### config.mk
export PLATFORM = sky130hd
export DESIGN_NAME = drum_step_sequencer
export DESIGN_NICKNAME = d
export VERILOG_FILES = /design/src/rtl/drum_seq_pkg.sv /design/src/rtl/seq_tick_divider.sv /design/src/rtl/drum_step_sequencer.sv
export SDC_FILE = /design/constraint.sdc
export NUM_CORES = 1
export LEC_CHECK = 0
export BUFFER_PORTS_ARGS = -buffer_cell sky130_fd_sc_hd__buf_4
export CORE_ASPECT_RATIO = 2
export CORE_MARGIN = 2
export CORE_UTILIZATION = 30
export CTS_BUF_LIST = sky130_fd_sc_hd__clkbuf_16
export CTS_CLUSTER_DIAMETER = 150
export DETAILED_ROUTE_END_ITERATION = 10
export GPL_ROUTABILITY_DRIVEN = 0
export RECOVER_POWER = 50
export SYNTH_ARGS = -nofsm -noshare
export SYNTH_HDL_FRONTEND = slang
export SYNTH_SLANG_ARGS = --single-unit
### constraint.sdc
create_clock -name mclk -period 2.9 [get_ports mclk]
set_clock_uncertainty 0.1 [all_clocks]
set_input_delay 0.58 -clock mclk [delete_from_list [all_inputs] [get_ports mclk]]
set_output_delay 0.58 -clock mclk [all_outputs]
set_load 0.01 [all_outputs]
### src/rtl/drum_seq_pkg.sv
// Shared types and constants for the drum step sequencer.
package drum_seq_pkg;

  typedef enum logic [1:0] {
    VOICE_KICK,
    VOICE_SNARE,
    VOICE_HAT,
    VOICE_TOM
  } voice_e;

  typedef enum logic {
    IDLE,
    RUN
  } seq_state_e;

  localparam int MCLK_PER_SAMPLE = 256;

endpackage

### src/rtl/seq_tick_divider.sv
// Two-stage divider: mclk -> sample ticks -> step ticks. step_tick is high on the
// mclk edge where the next step must fire; clr holds both counters at zero.
module seq_tick_divider #(
  parameter int MCLK_PER_SAMPLE = 256,
  parameter int PERIOD_BITS     = 16
) (
  input  logic                   mclk,
  input  logic                   rst,
  input  logic                   clr,
  input  logic [PERIOD_BITS-1:0] step_period,
  output logic                   step_tick
);

  localparam int SW = $clog2(MCLK_PER_SAMPLE);
  localparam logic [SW-1:0] SAMPLE_LAST = SW'(MCLK_PER_SAMPLE - 1);

  logic [SW-1:0]          sample_cnt_reg;
  logic [PERIOD_BITS-1:0] step_cnt_reg;
  logic [PERIOD_BITS-1:0] period_last;
  logic                   sample_tick;
  logic                   step_last;

  // ">=" lets a period shortened mid-step terminate at the next comparison
  // instead of running the counter all the way around.
  always_comb begin
    period_last = (step_period == '0) ? '0 : step_period - PERIOD_BITS'(1);
    sample_tick = (sample_cnt_reg == SAMPLE_LAST);
    step_last   = (step_cnt_reg >= period_last);
    step_tick   = sample_tick && step_last;
  end

  always_ff @(posedge mclk or negedge rst) begin
    if (!rst) begin
      sample_cnt_reg <= '0;
      step_cnt_reg   <= '0;
    end else if (clr) begin
      sample_cnt_reg <= '0;
      step_cnt_reg   <= '0;
    end else begin
      sample_cnt_reg <= sample_tick ? '0 : sample_cnt_reg + SW'(1);
      if (sample_tick) begin
        step_cnt_reg <= step_last ? '0 : step_cnt_reg + PERIOD_BITS'(1);
      end
    end
  end

endmodule

### src/rtl/drum_step_sequencer.sv
// Pattern-driven trigger source for the one-shot drum voices: fires one-mclk
// trigger pulses for every voice whose pattern bit is set on the current step.
module drum_step_sequencer
  import drum_seq_pkg::*;
#(
  parameter int NUM_VOICES      = 4,
  parameter int NUM_STEPS       = 16,
  parameter int MCLK_PER_SAMPLE = drum_seq_pkg::MCLK_PER_SAMPLE,
  parameter int PERIOD_BITS     = 16
) (
  input  logic                           mclk,
  input  logic                           rst,
  input  logic                           run,
  input  logic [PERIOD_BITS-1:0]         step_period,
  input  logic [$clog2(NUM_STEPS):0]     pat_len,
  input  logic                           wr_en,
  input  logic [$clog2(NUM_VOICES)-1:0]  wr_voice,
  input  logic [NUM_STEPS-1:0]           wr_mask,
  output logic [NUM_VOICES-1:0]          trig,
  output logic                           step_strobe,
  output logic [$clog2(NUM_STEPS)-1:0]   step_idx
);

  localparam int SB = $clog2(NUM_STEPS);
  localparam int LB = SB + 1;

  seq_state_e state_reg, state_next;

  logic [NUM_STEPS-1:0]  pattern_reg [NUM_VOICES];
  logic [NUM_VOICES-1:0] trig_reg;
  logic                  strobe_reg;
  logic [SB-1:0]         step_idx_reg;

  logic                  clr;
  logic                  step_tick;
  logic                  fire;
  logic [SB-1:0]         fire_idx;
  logic [SB-1:0]         adv_idx;
  logic [LB-1:0]         eff_len;
  logic [LB-1:0]         step_plus1;
  logic [NUM_VOICES-1:0] fire_trig;

  assign clr = (state_reg == IDLE) || !run;

  seq_tick_divider #(
    .MCLK_PER_SAMPLE (MCLK_PER_SAMPLE),
    .PERIOD_BITS     (PERIOD_BITS)
  ) u_div (
    .mclk        (mclk),
    .rst         (rst),
    .clr         (clr),
    .step_period (step_period),
    .step_tick   (step_tick)
  );

  // A step index already past a freshly shortened pattern wraps straight to 0.
  always_comb begin
    eff_len    = (pat_len == '0 || pat_len > LB'(NUM_STEPS)) ? LB'(NUM_STEPS) : pat_len;
    step_plus1 = {1'b0, step_idx_reg} + LB'(1);
    adv_idx    = (step_plus1 >= eff_len) ? '0 : step_plus1[SB-1:0];
  end

  always_comb begin
    state_next = state_reg;
    fire       = 1'b0;
    fire_idx   = '0;
    case (state_reg)
      IDLE: begin
        if (run) begin
          state_next = RUN;
          fire       = 1'b1;
        end
      end
      RUN: begin
        if (!run) begin
          state_next = IDLE;
        end else if (step_tick) begin
          fire     = 1'b1;
          fire_idx = adv_idx;
        end
      end
      default: state_next = IDLE;
    endcase
  end

  genvar gi;
  generate
    for (gi = 0; gi < NUM_VOICES; gi++) begin : g_fire
      assign fire_trig[gi] = pattern_reg[gi][fire_idx];
    end
  endgenerate

  always_ff @(posedge mclk or negedge rst) begin
    if (!rst) begin
      state_reg    <= IDLE;
      trig_reg     <= '0;
      strobe_reg   <= 1'b0;
      step_idx_reg <= '0;
    end else begin
      state_reg <= state_next;
      if (fire) begin
        trig_reg     <= fire_trig;
        strobe_reg   <= 1'b1;
        step_idx_reg <= fire_idx;
      end else begin
        trig_reg   <= '0;
        strobe_reg <= 1'b0;
        if (!run) begin
          step_idx_reg <= '0;
        end
      end
    end
  end

  // Fire reads pattern_reg on the same edge a write lands, so it sees the old row.
  always_ff @(posedge mclk or negedge rst) begin
    if (!rst) begin
      for (int v = 0; v < NUM_VOICES; v++) begin
        pattern_reg[v] <= '0;
      end
    end else begin
      for (int v = 0; v < NUM_VOICES; v++) begin
        if (wr_en && int'(wr_voice) == v) begin
          pattern_reg[v] <= wr_mask;
        end
      end
    end
  end

  assign trig        = trig_reg;
  assign step_strobe = strobe_reg;
  assign step_idx    = step_idx_reg;

endmodule

==> results.ini, run 1 <==
[status]
run_status = finished, violations left
violations = setup timing

[final_layout]
regArea_mm2 = 0.00245
final_common_cell = buf_4
multiInputGateArea_mm2 = 0.00320
fillers = 1699
final_cell_mix = 112 x buf_4, 98 x dfrtp_1, 67 x mux2_2
nets = 712
drive_gt1_frac = 0.399
finalNonFillerCells = 860
areaGrowthSynthToFinish_pct = 31.6
largest_reg_flops = 64
n_antenna_cell = 0

[route]
drc = 0
routed_wl_um = 14700
routedWlPerCell_um = 17.1
vias = 4457
drt_iter0_drc = 286
avgViaCountPerCell = 5.18
drt_pass1_iterations = 4
antenna_left = 0

[global_route]
antenna_found_initial = 0
grt_pass1_vias = 4886
track_usage = 0.157
grt_start_max_net_pins = 58
grt_pass1_wl_um = 24000
grt_overflow = 0

[place]
dpl.hpwl_um = 11100
io_buffers = 51
dp.cells = 835
place_ws_ns = -1.68

[pwr]
power_density_mw_per_mm2 = 447
ir_worst_vdd_mv = 0.261
leakage_nw = 3.21

[setup_path]
end_kind = flip-flop
worstPathMaxFanout = 6
path_class = input pin to flip-flop
cp.required_ns = 3.07
cp-start-kind = input pin
crit_arrival_ns = 4.35

[floorplan]
core-area_mm2 = 0.0178
io_pins = 52
die_w_um = 99.5
design.die.area_mm2 = 0.0194
fp.dieH_um = 195
row_count = 69
initial_core_util = 0.308

[yosys]
yosysTopAreaCell = dfrtp_1
synth_mux_area_frac = 0.154
ys_warn_count = 0
syn_nets = 590
synth_fa_ha_area_frac = 0.0617
synth-edff-count = 0
yosys.area_share.simple = 0.168
synthesis.area_mm2 = 0.00547
ys_async_sr_fraction = 1.00
syn_inst = 520
ys_ff_latch = 98
synth.avg_cell_area_um2 = 10.5
synth_top_family_by_area = simple AND/OR/NAND/NOR gates
synth-compound-area-share = 0.0976
synth_xor_area_frac = 0.0496
ys_seq_area_frac = 0.448
synth.top_cell.area_share = 0.448
yosysUniqueCellTypes = 54
synthFlopType = dfrtp_1
synth_area_leaders = dfrtp_1 45%, mux2_2 14%, ha_1 6.2%

[timing]
slew_viol_final = 0
hold_viol = 0
final.setup.worst_slack_ns = -1.27
fmax_mhz = 240
fin_hold_ws_ns = 0.310
slew_headroom = 0.0890
setup-tns-final_ns = -25.67
rsz0062_at_grt = true
fin_crit_ns = 4.17
worstMarginPinSlew_ns = 1.37
finalCritPeriodShare = 1.44
setup_violations = 25

[clock_network]
tritoncts = done
cts_root_buf = clkbuf_16
cts_hold_buf = 0
clock_path_buffers = 2
htreeDepth = 3
cts.sinks = 98
path_clk_slew_ns = 0.06
cts_made_buffers = 9
clock_latency_ns = 0.34

[worst_hold_path]
hp-class = input pin to asynchronous set/reset pin

[job]
maxCapViolations = 0

-- final timing paths --
kind                                                 endpoint                              start  cells past startpoint  slack [ns]
setup / recovery           u_div.step_cnt_reg[12]$_DFFE_PN0P_                     step_period[7]                     16       -1.27
hold / removal              u_div.sample_cnt_reg[0]$_DFF_PN0_                                rst                      1        0.31
setup reg to reg                            trig[1]$_DFF_PN0_            step_idx[1]$_DFFE_PN0P_                     13       -0.25
hold reg to reg             u_div.sample_cnt_reg[0]$_DFF_PN0_  u_div.sample_cnt_reg[0]$_DFF_PN0_                      1        0.39
max in group asynchronous         pattern_reg[30]$_DFFE_PN0P_                                rst                      2        0.47
min in group mclk           u_div.sample_cnt_reg[0]$_DFF_PN0_  u_div.sample_cnt_reg[0]$_DFF_PN0_                      1        0.39
-- worst max-delay path: stages --
cell      delay (ns)
buf_6           0.09
or3_4           0.37
or4_4           0.42
or3_4           0.38
nor2_4          0.11
nand4b_4        0.16
buf_6           0.17
nand2_1         0.06
ha_1            0.24
a21o_1          0.20
a21oi_2         0.15
o221ai_2        0.19
or3_4           0.41
or3_4           0.36
or3_1           0.33
o21ai_1         0.12
-- repair_timing --
item,in CTS,in global routing
cloned,2,0
setup endpoints to repair,25,25
pin swaps,16,8
resized for setup,42,25
buffers inserted,2,8
-- where the power goes --
group          internal [W]  leakage (nW)  switching, W
Clock              0.000569         0.124      0.000500
Sequential          0.00154          1.23     0.0000997
Combinational      0.000290          1.86      0.000219
-- cell usage after synthesis, drive strengths merged, types with 9 or more instances --
master	count
o21ai	24
dfrtp	98
nor3	14
clkbuf	14
and3	9
a21oi	15
nor2	31
mux2	67
mux2i	9
nand3	21
xor2	24
inv	12
ha	27
nand2b	9
nand2	54
-- through the flow --
step	instance area (um2)	power (W)	util
finish	7200	0.00322	0.405
global route	7200	0.00338	0.405
CTS	7060	0.00324	0.397
detailed placement	6610	0.00215	0.371
global placement	6610	0.00212	0.371
floorplan	5510	0.00192	-
-- logic make-up (layout without fill, tap and decap cells) --
family | count (synthesis) | count (layout)
buffers and inverters | 29 | 155
XOR/XNOR | 31 | 31
AND/OR/NAND/NOR | 178 | 178
adder cells (fa/ha/maj) | 27 | 27
flip-flops | 98 | 98
multiplexers | 76 | 76
AO/OA/AOI/OAI | 81 | 82
-- final cells by class --
class,count,area share
clock buffer,9,0.0313
multi-input combinational,394,0.444
tap,213,0.0370
clock inverter,7,0.00504
sequential,98,0.341
timing repair buffer,126,0.135
inverter,13,0.00678
-- metal layers --
metal | share of wire | up-vias | global-route usage
met5 | 0 | - | 0
met3 | 0.030 | 29 | 0.0286
met2 | 0.58 | 88 | 0.307
met4 | 0.036 | 0 | 0.0731
li1 | - | 2118 | -
met1 | 0.36 | 2222 | 0.154
Note: power is estimated with default switching activity, not from simulation.
==> inputs of run 2 (changes only) <==
clock period = 5.3 ns   (was 2.9 ns; I/O delays follow)
==> run 2 against run 1 <==
  * The run ends with capacitance limit, slew limit left
  * Cell area decreased by 12%
  * Clock power decreased by 45%
  * Hold slack improved by 0.089 ns
  * Power decreased by 47%
  * Global-route usage decreased by 1.2 points
  * Die area unchanged
  * Via count decreased by 7.1%
  * Flip-flop and latch count unchanged
  * Setup slack improved by 1.7 ns
  * Cell count decreased by 8.3%
  * First-iteration DRC count decreased by 20%
  * Largest power group unchanged
==> results.ini, run 2 (same netlist as run 1, synthesis figures left out) <==
[global_route]
antenna_found_initial = 0  ; unchanged
grt_pass1_wl_um = 22300  ; -7.1%
grt_overflow = 0  ; unchanged
track_usage = 0.145  ; -0.0122
grt_start_max_net_pins = 52  ; -10%
grt_pass1_vias = 4478  ; -8.4%

[clock_network]
tritoncts = done
cts_root_buf = clkbuf_16
cts_resized = 0  ; -100%
htreeDepth = 3  ; unchanged
clock_path_buffers = 2  ; unchanged
cts.sinks = 98  ; unchanged
cts_hold_buf = 0  ; unchanged
clock_latency_ns = 0.34  ; about the same
path_clk_slew_ns = 0.07  ; about the same
cts_made_buffers = 9  ; unchanged
post-cts-setup-buffers = 0  ; -2

[pwr]
leakage_nw = 2.76  ; -14%
power.internal_w = 0.00129  ; -46%
switching_share = 0.251  ; -0.00254
pwr-share-comb = 0.140  ; -0.018
power_frac_seq = 0.521  ; +0.011
p_clk_frac = 0.339  ; +0.007
power_density_mw_per_mm2 = 272  ; -39%
ir_worst_vdd_mv = 0.154  ; -41%
p_switching_w = 0.000433  ; -47%

[setup_path]
cp-start-kind = input pin
crit_end = u_div.step_cnt_reg[12]$_DFFE_PN0P_
r2r_end = trig[0]$_DFF_PN0_
end_kind = flip-flop
r2r_setup_slack_ns = 1.15  ; +1.40 ns
path_class = input pin to flip-flop
crit_start = step_period[7]
worstPathMaxFanout = 12  ; +6
crit_arrival_ns = 5.05  ; +0.70 ns
cp.required_ns = 5.47  ; +2.40 ns
r2r_cells = 13  ; unchanged
r2r_start = step_idx[0]$_DFFE_PN0P_

[final_layout]
nets = 641  ; -10%
final_cell_mix = 98 x dfrtp_1, 67 x mux2_2, 54 x nand2_1
n_antenna_cell = 0  ; unchanged
drive_gt1_frac = 0.241  ; -0.157
largest_reg_flops = 64  ; unchanged
final_common_cell = dfrtp_1
areaGrowthSynthToFinish_pct = 15.8
postLayoutCoreUtil = 0.356  ; -0.0486

[timing]
slew_headroom = -0.843  ; -0.932
fmax_mhz = 205
hold_viol = 0  ; unchanged
rsz0062_at_grt = false
slew_viol_final = 52  ; +52
worstMarginPinSlew_ns = 2.76  ; +1.40 ns
fin_crit_ns = 4.88
setup-tns-final_ns = 0  ; +25.67 ns
finalCritPeriodShare = 0.921
fin_hold_ws_ns = 0.398  ; +0.0886 ns
setup_violations = 0  ; -100%

[route]
routed_wl_um = 13500  ; -7.9%
drc = 0  ; unchanged
routedWlPerCell_um = 17.2  ; +0.42%
vias = 4139  ; -7.1%
drt_pass1_iterations = 4  ; unchanged
avgViaCountPerCell = 5.25  ; +1.2%
antenna_left = 0  ; unchanged
drt_iter0_drc = 229  ; -20%

[job]
maxCapViolations = 1  ; +1

[floorplan]
io_pins = 52  ; unchanged
core-area_mm2 = 0.0178  ; unchanged
fp.dieH_um = 195  ; unchanged
die_w_um = 99.5  ; unchanged
design.die.area_mm2 = 0.0194  ; unchanged
initial_core_util = 0.308  ; unchanged
row_count = 69  ; unchanged

[worst_hold_path]
hp-class = flip-flop to flip-flop

[place]
dpl.hpwl_um = 10400  ; -6.4%
io_buffers = 51  ; unchanged

[status]
violations = capacitance limit, slew limit
run_status = finished, violations left

==> run 2: cell count changes in the layout (fill, tap and decap cells not counted), moves of 4 or more <==
cell | previous run | this run
o21ai_0 | 15 | 20
nand2_2 | 4 | 0
nand2_1 | 50 | 54
nor2_1 | 26 | 30
a2111oi_0 | 0 | 4
buf_4 | 112 | 47
clkbuf_1 | 1 | 8
o22ai_1 | 1 | 5
a2111oi_2 | 4 | 0
buf_6 | 10 | 0
==> run 2: how the worst min path moves through the flow <==
stage	startpoint	endpoint	depth (start not counted)
floorplan	u_div.sample_cnt_reg[0]$_DFF_PN0_	u_div.sample_cnt_reg[0]$_DFF_PN0_	1
global placement	u_div.sample_cnt_reg[0]$_DFF_PN0_	u_div.sample_cnt_reg[0]$_DFF_PN0_	1
detailed placement	pattern_reg[1]$_DFFE_PN0P_	pattern_reg[1]$_DFFE_PN0P_	1
CTS	u_div.sample_cnt_reg[0]$_DFF_PN0_	u_div.sample_cnt_reg[0]$_DFF_PN0_	1
global route	pattern_reg[30]$_DFFE_PN0P_	pattern_reg[30]$_DFFE_PN0P_	1
finish	u_div.sample_cnt_reg[0]$_DFF_PN0_	u_div.sample_cnt_reg[0]$_DFF_PN0_	1
==> run 2: through the flow <==
stage	total power (W)	instance area (um2)	setup WS (ns)	std cells
after floorplan	0.00105	5470	0.399	520
after global placement	0.00114	6100	0.157	773
after detailed placement	0.00116	6100	0.0877	773
after CTS	0.00174	6370	0.428	789
after global routing	0.00180	6340	0.182	789
final	0.00172	6340	0.418	789
==> run 2: area by class of cell <==
type,count,area [um2]
Clock buffer,9,225
Clock inverter,7,38.8
Fill cell,1802,11400
Inverter,13,48.8
Multi-Input combinational cell,393,2920
Sequential cell,98,2450
Tap cell,213,267
Timing Repair Buffer,56,388
==> run 2: worst max-delay path: stages <==
cell and delay, ns:
buf_4 0.12, or3_1 0.41, or4_1 0.47, or3_4 0.37, nor2_2 0.10, nand4b_2 0.16
buf_4 0.22, nand2_1 0.08, ha_1 0.24, a21o_1 0.19, a21oi_1 0.14, o221ai_1 0.21
or3_4 0.47, or3_4 0.37, or3_1 0.32, o21ai_1 0.13
==> run 2: power groups by stage <==
stage | combinational, W | sequential, W | clock, W
after floorplan | 0.000157 | 0.000891 | 0
after global placement | 0.000237 | 0.000904 | 0
after detailed placement | 0.000248 | 0.000909 | 0
after CTS | 0.000249 | 0.000895 | 0.000595
after global routing | 0.000270 | 0.000905 | 0.000628
final | 0.000241 | 0.000896 | 0.000584
==> run 2: per-layer routing <==
metal / routed length, um / GRT usage
met4: 330 / 0.0548
met3: 344 / 0.0200
met1: 4900 / 0.145
met2: 7970 / 0.290
met5: 0 / 0
==> inputs of run 3 (changes only) <==
SYNTH_HIERARCHICAL = 1   (was not set)
clock period = 3.95 ns   (was 5.3 ns; I/O delays follow)
==> run 3 against run 2 <==
  * The run ends with capacitance limit, slew limit, setup timing left
  * Count of clock-buffer cells in the layout is the same
  * Flip-flop and latch count is the same
  * Combinational power grew 59%
  * Cell count shrank 3.2%
==> results.ini, run 3 <==
[status]
run_status = finished, violations left
violations = capacitance limit, slew limit, setup timing

[setup_path]
r2r_setup_slack_ns = 1.08  ; -0.07 ns
cp.required_ns = 4.05  ; -1.42 ns
cp-start-kind = input pin
max_stage_delay_ns = 0.54  ; +0.07 ns
path_class = input pin to flip-flop
end_kind = flip-flop
cpMaxStageDelayCell = or4_4
worstPathMaxFanout = 5  ; -7
path_common_cell = buf_4
cp_cell_sequence = buf_4 -> or4_4 -> nor2_2 -> nand4_1 -> buf_4 -> nand2_1 -> ha_4 -> and4_4 -> o211ai_2 -> o41a_1 -> a31oi_4 -> and4b_1 -> o211ai_1 -> o21ai_1 -> a22oi_1
crit_arrival_ns = 4.08  ; -0.97 ns

[timing]
rsz0062_at_grt = true
hold_viol = 0  ; unchanged
fin_hold_ws_ns = 0.363  ; -0.0358 ns
slew_viol_final = 48  ; -7.7%
final.setup.worst_slack_ns = -0.0349  ; -0.452 ns
slew_headroom = -0.733  ; +0.110
fin_crit_ns = 3.98
setup_violations = 3  ; +3
fmax_mhz = 251
finalCritPeriodShare = 1.01
worstMarginPinSlew_ns = 2.60  ; -0.166 ns

[floorplan]
fp.dieH_um = 195  ; -0.22%
core-area_mm2 = 0.0178  ; unchanged
die_w_um = 99.3  ; -0.21%
row_count = 69  ; unchanged
io_pins = 52  ; unchanged
initial_core_util = 0.306  ; -0.00134
design.die.area_mm2 = 0.0193  ; -0.43%

[final_layout]
drive_gt1_frac = 0.387  ; +0.145
nets = 616  ; -3.9%
final_common_cell = dfrtp_1
largest_reg_flops = 64  ; unchanged
finalNonFillerCells = 764  ; -3.2%
final_area_mm2 = 0.00675  ; +6.6%
final_cell_mix = 98 x dfrtp_1, 82 x buf_4, 61 x mux2_2
n_antenna_cell = 0  ; unchanged
areaGrowthSynthToFinish_pct = 24.0
postLayoutCoreUtil = 0.380  ; +0.0235

[yosys]
synth-edff-count = 0  ; unchanged
ys_seq_area_frac = 0.450  ; +0.00196
ys_ff_latch = 98  ; unchanged
synth_commonest_cells = 98 x dfrtp_1, 61 x mux2_2, 40 x nand2_1
synthesis.area_mm2 = 0.00545  ; -0.43%
yosysTopAreaCell = dfrtp_1
synth.avg_cell_area_um2 = 11.8  ; +12%
synth.most_common_cell = dfrtp_1
ys_async_sr_fraction = 1.00  ; unchanged
syn_nets = 531  ; -10%
synth_area_leaders = dfrtp_1 45%, mux2_2 13%, ha_1 6.2%
ys_warn_count = 6  ; +6
yosysUniqueCellTypes = 58  ; +7.4%
synthFlopType = dfrtp_1
syn_inst = 461  ; -11%
synth.top_cell.area_share = 0.450  ; +0.00196

[route]
antenna_left = 0  ; unchanged
drc = 0  ; unchanged
drt_pass1_iterations = 4  ; unchanged
avgViaCountPerCell = 5.05  ; -3.7%
routedWlPerCell_um = 17.1  ; -0.18%
drt_iter0_drc = 134  ; -41%
routed_wl_um = 13100  ; -3.3%
vias = 3860  ; -6.7%

[place]
dpl_cell_area_mm2 = 0.00627  ; +2.7%
io_buffers = 51  ; unchanged
dpl.hpwl_um = 10000  ; -3.6%
dp.cells = 744  ; -3.8%

[global_route]
antenna_found_initial = 0  ; unchanged
grt_pass1_vias = 4278  ; -4.5%
grt_start_max_net_pins = 48  ; -7.7%
grt_pass1_wl_um = 21400  ; -4.1%
track_usage = 0.141  ; -0.00436
grt_overflow = 0  ; unchanged

[pwr]
ir_worst_vdd_mv = 0.380  ; +150%
leakage_nw = 2.94  ; +6.6%
finalPower_w = 0.00248  ; +44%
power_density_mw_per_mm2 = 367  ; +35%

[clock_network]
cts_root_buf = clkbuf_16
path_clk_slew_ns = 0.07  ; about the same
cts_made_buffers = 9  ; unchanged
tritoncts = done
clock_path_buffers = 2  ; unchanged
htreeDepth = 3  ; unchanged
cts.sinks = 98  ; unchanged
clock_latency_ns = 0.34  ; about the same
cts_hold_buf = 0  ; unchanged

[worst_hold_path]
hp-class = flip-flop to flip-flop

[job]
maxCapViolations = 1  ; unchanged

-- run 3: final cells by class --
class | count | area (um2)
well taps | 213 | 267
inverters | 15 | 56.3
flip-flops and latches | 98 | 2450
clock buffers | 9 | 225
repair buffers | 88 | 659
clock inverters | 7 | 76.3
fillers | 1762 | 11000
multi-input cells | 334 | 3020
-- run 3: path summary, 6_finish.rpt --
kind / endpoint / cells after the start / startpoint
max in group asynchronous: pattern_reg[49]$_DFFE_PN0P_ / 2 / rst
worst max-delay path: trig[3]$_DFF_PN0_ / 15 / step_period[13]
worst min-delay path: u_div/sample_cnt_reg[0]$_DFF_PN0_ / 1 / u_div/sample_cnt_reg[0]$_DFF_PN0_
min in group asynchronous: pattern_reg[59]$_DFFE_PN0P_ / 1 / rst
worst min register to register: u_div/sample_cnt_reg[0]$_DFF_PN0_ / 1 / u_div/sample_cnt_reg[0]$_DFF_PN0_
worst max register to register: trig[3]$_DFF_PN0_ / 9 / step_idx[1]$_DFFE_PN0P_
-- run 3: power breakdown --
part,leakage (nW),switching [W],internal (W)
registers,1.23,0.0000685,0.00113
logic,1.57,0.000164,0.000218
clock network,0.142,0.000398,0.000496
-- run 3: through the flow --
step | worst slack (ns) | setup TNS (ns)
after floorplan | -0.0350 | -0.105
after global placement | -0.350 | -2.20
after detailed placement | -0.477 | -2.83
after CTS | 0.0302 | 0
after global routing | -0.182 | -0.663
final | -0.0349 | -0.0612
-- run 3: layer usage --
layer | track usage | wire length (um) | vias up
met1 | 0.151 | 4900 | 1916
met3 | 0.0273 | 481 | 25
met4 | 0.0553 | 381 | 0
li1 | - | - | 1846
met2 | 0.264 | 7320 | 73
met5 | 0 | 0 | -
-- run 3: kinds of logic (layout without fill, tap and decap cells) --
kind of cell    count (synthesis)  count (layout)  share of synthesized area
mux                            79              79                      0.191
compound gates                 60              60                     0.0808
buf+inv                        29             119                     0.0280
flops                          98              98                      0.450
simple gates                  134             134                      0.134
fa+ha+maj                      27              27                     0.0620
xor+xnor                       34              34                     0.0547
-- run 3: repair_timing --
item,CTS,global route
gates resized for setup,4,28
pin swaps,0,7
buffers inserted,1,3
setup endpoints to repair,4,4
endpoints found under the hold margin,0,0
-- run 3: critical path: cells and delay by family --
family / cells / cell delay [ns]
compound gates: 6 / 1.31
fa+ha+maj: 1 / 0.14
buf+inv: 2 / 0.33
simple gates: 6 / 1.50
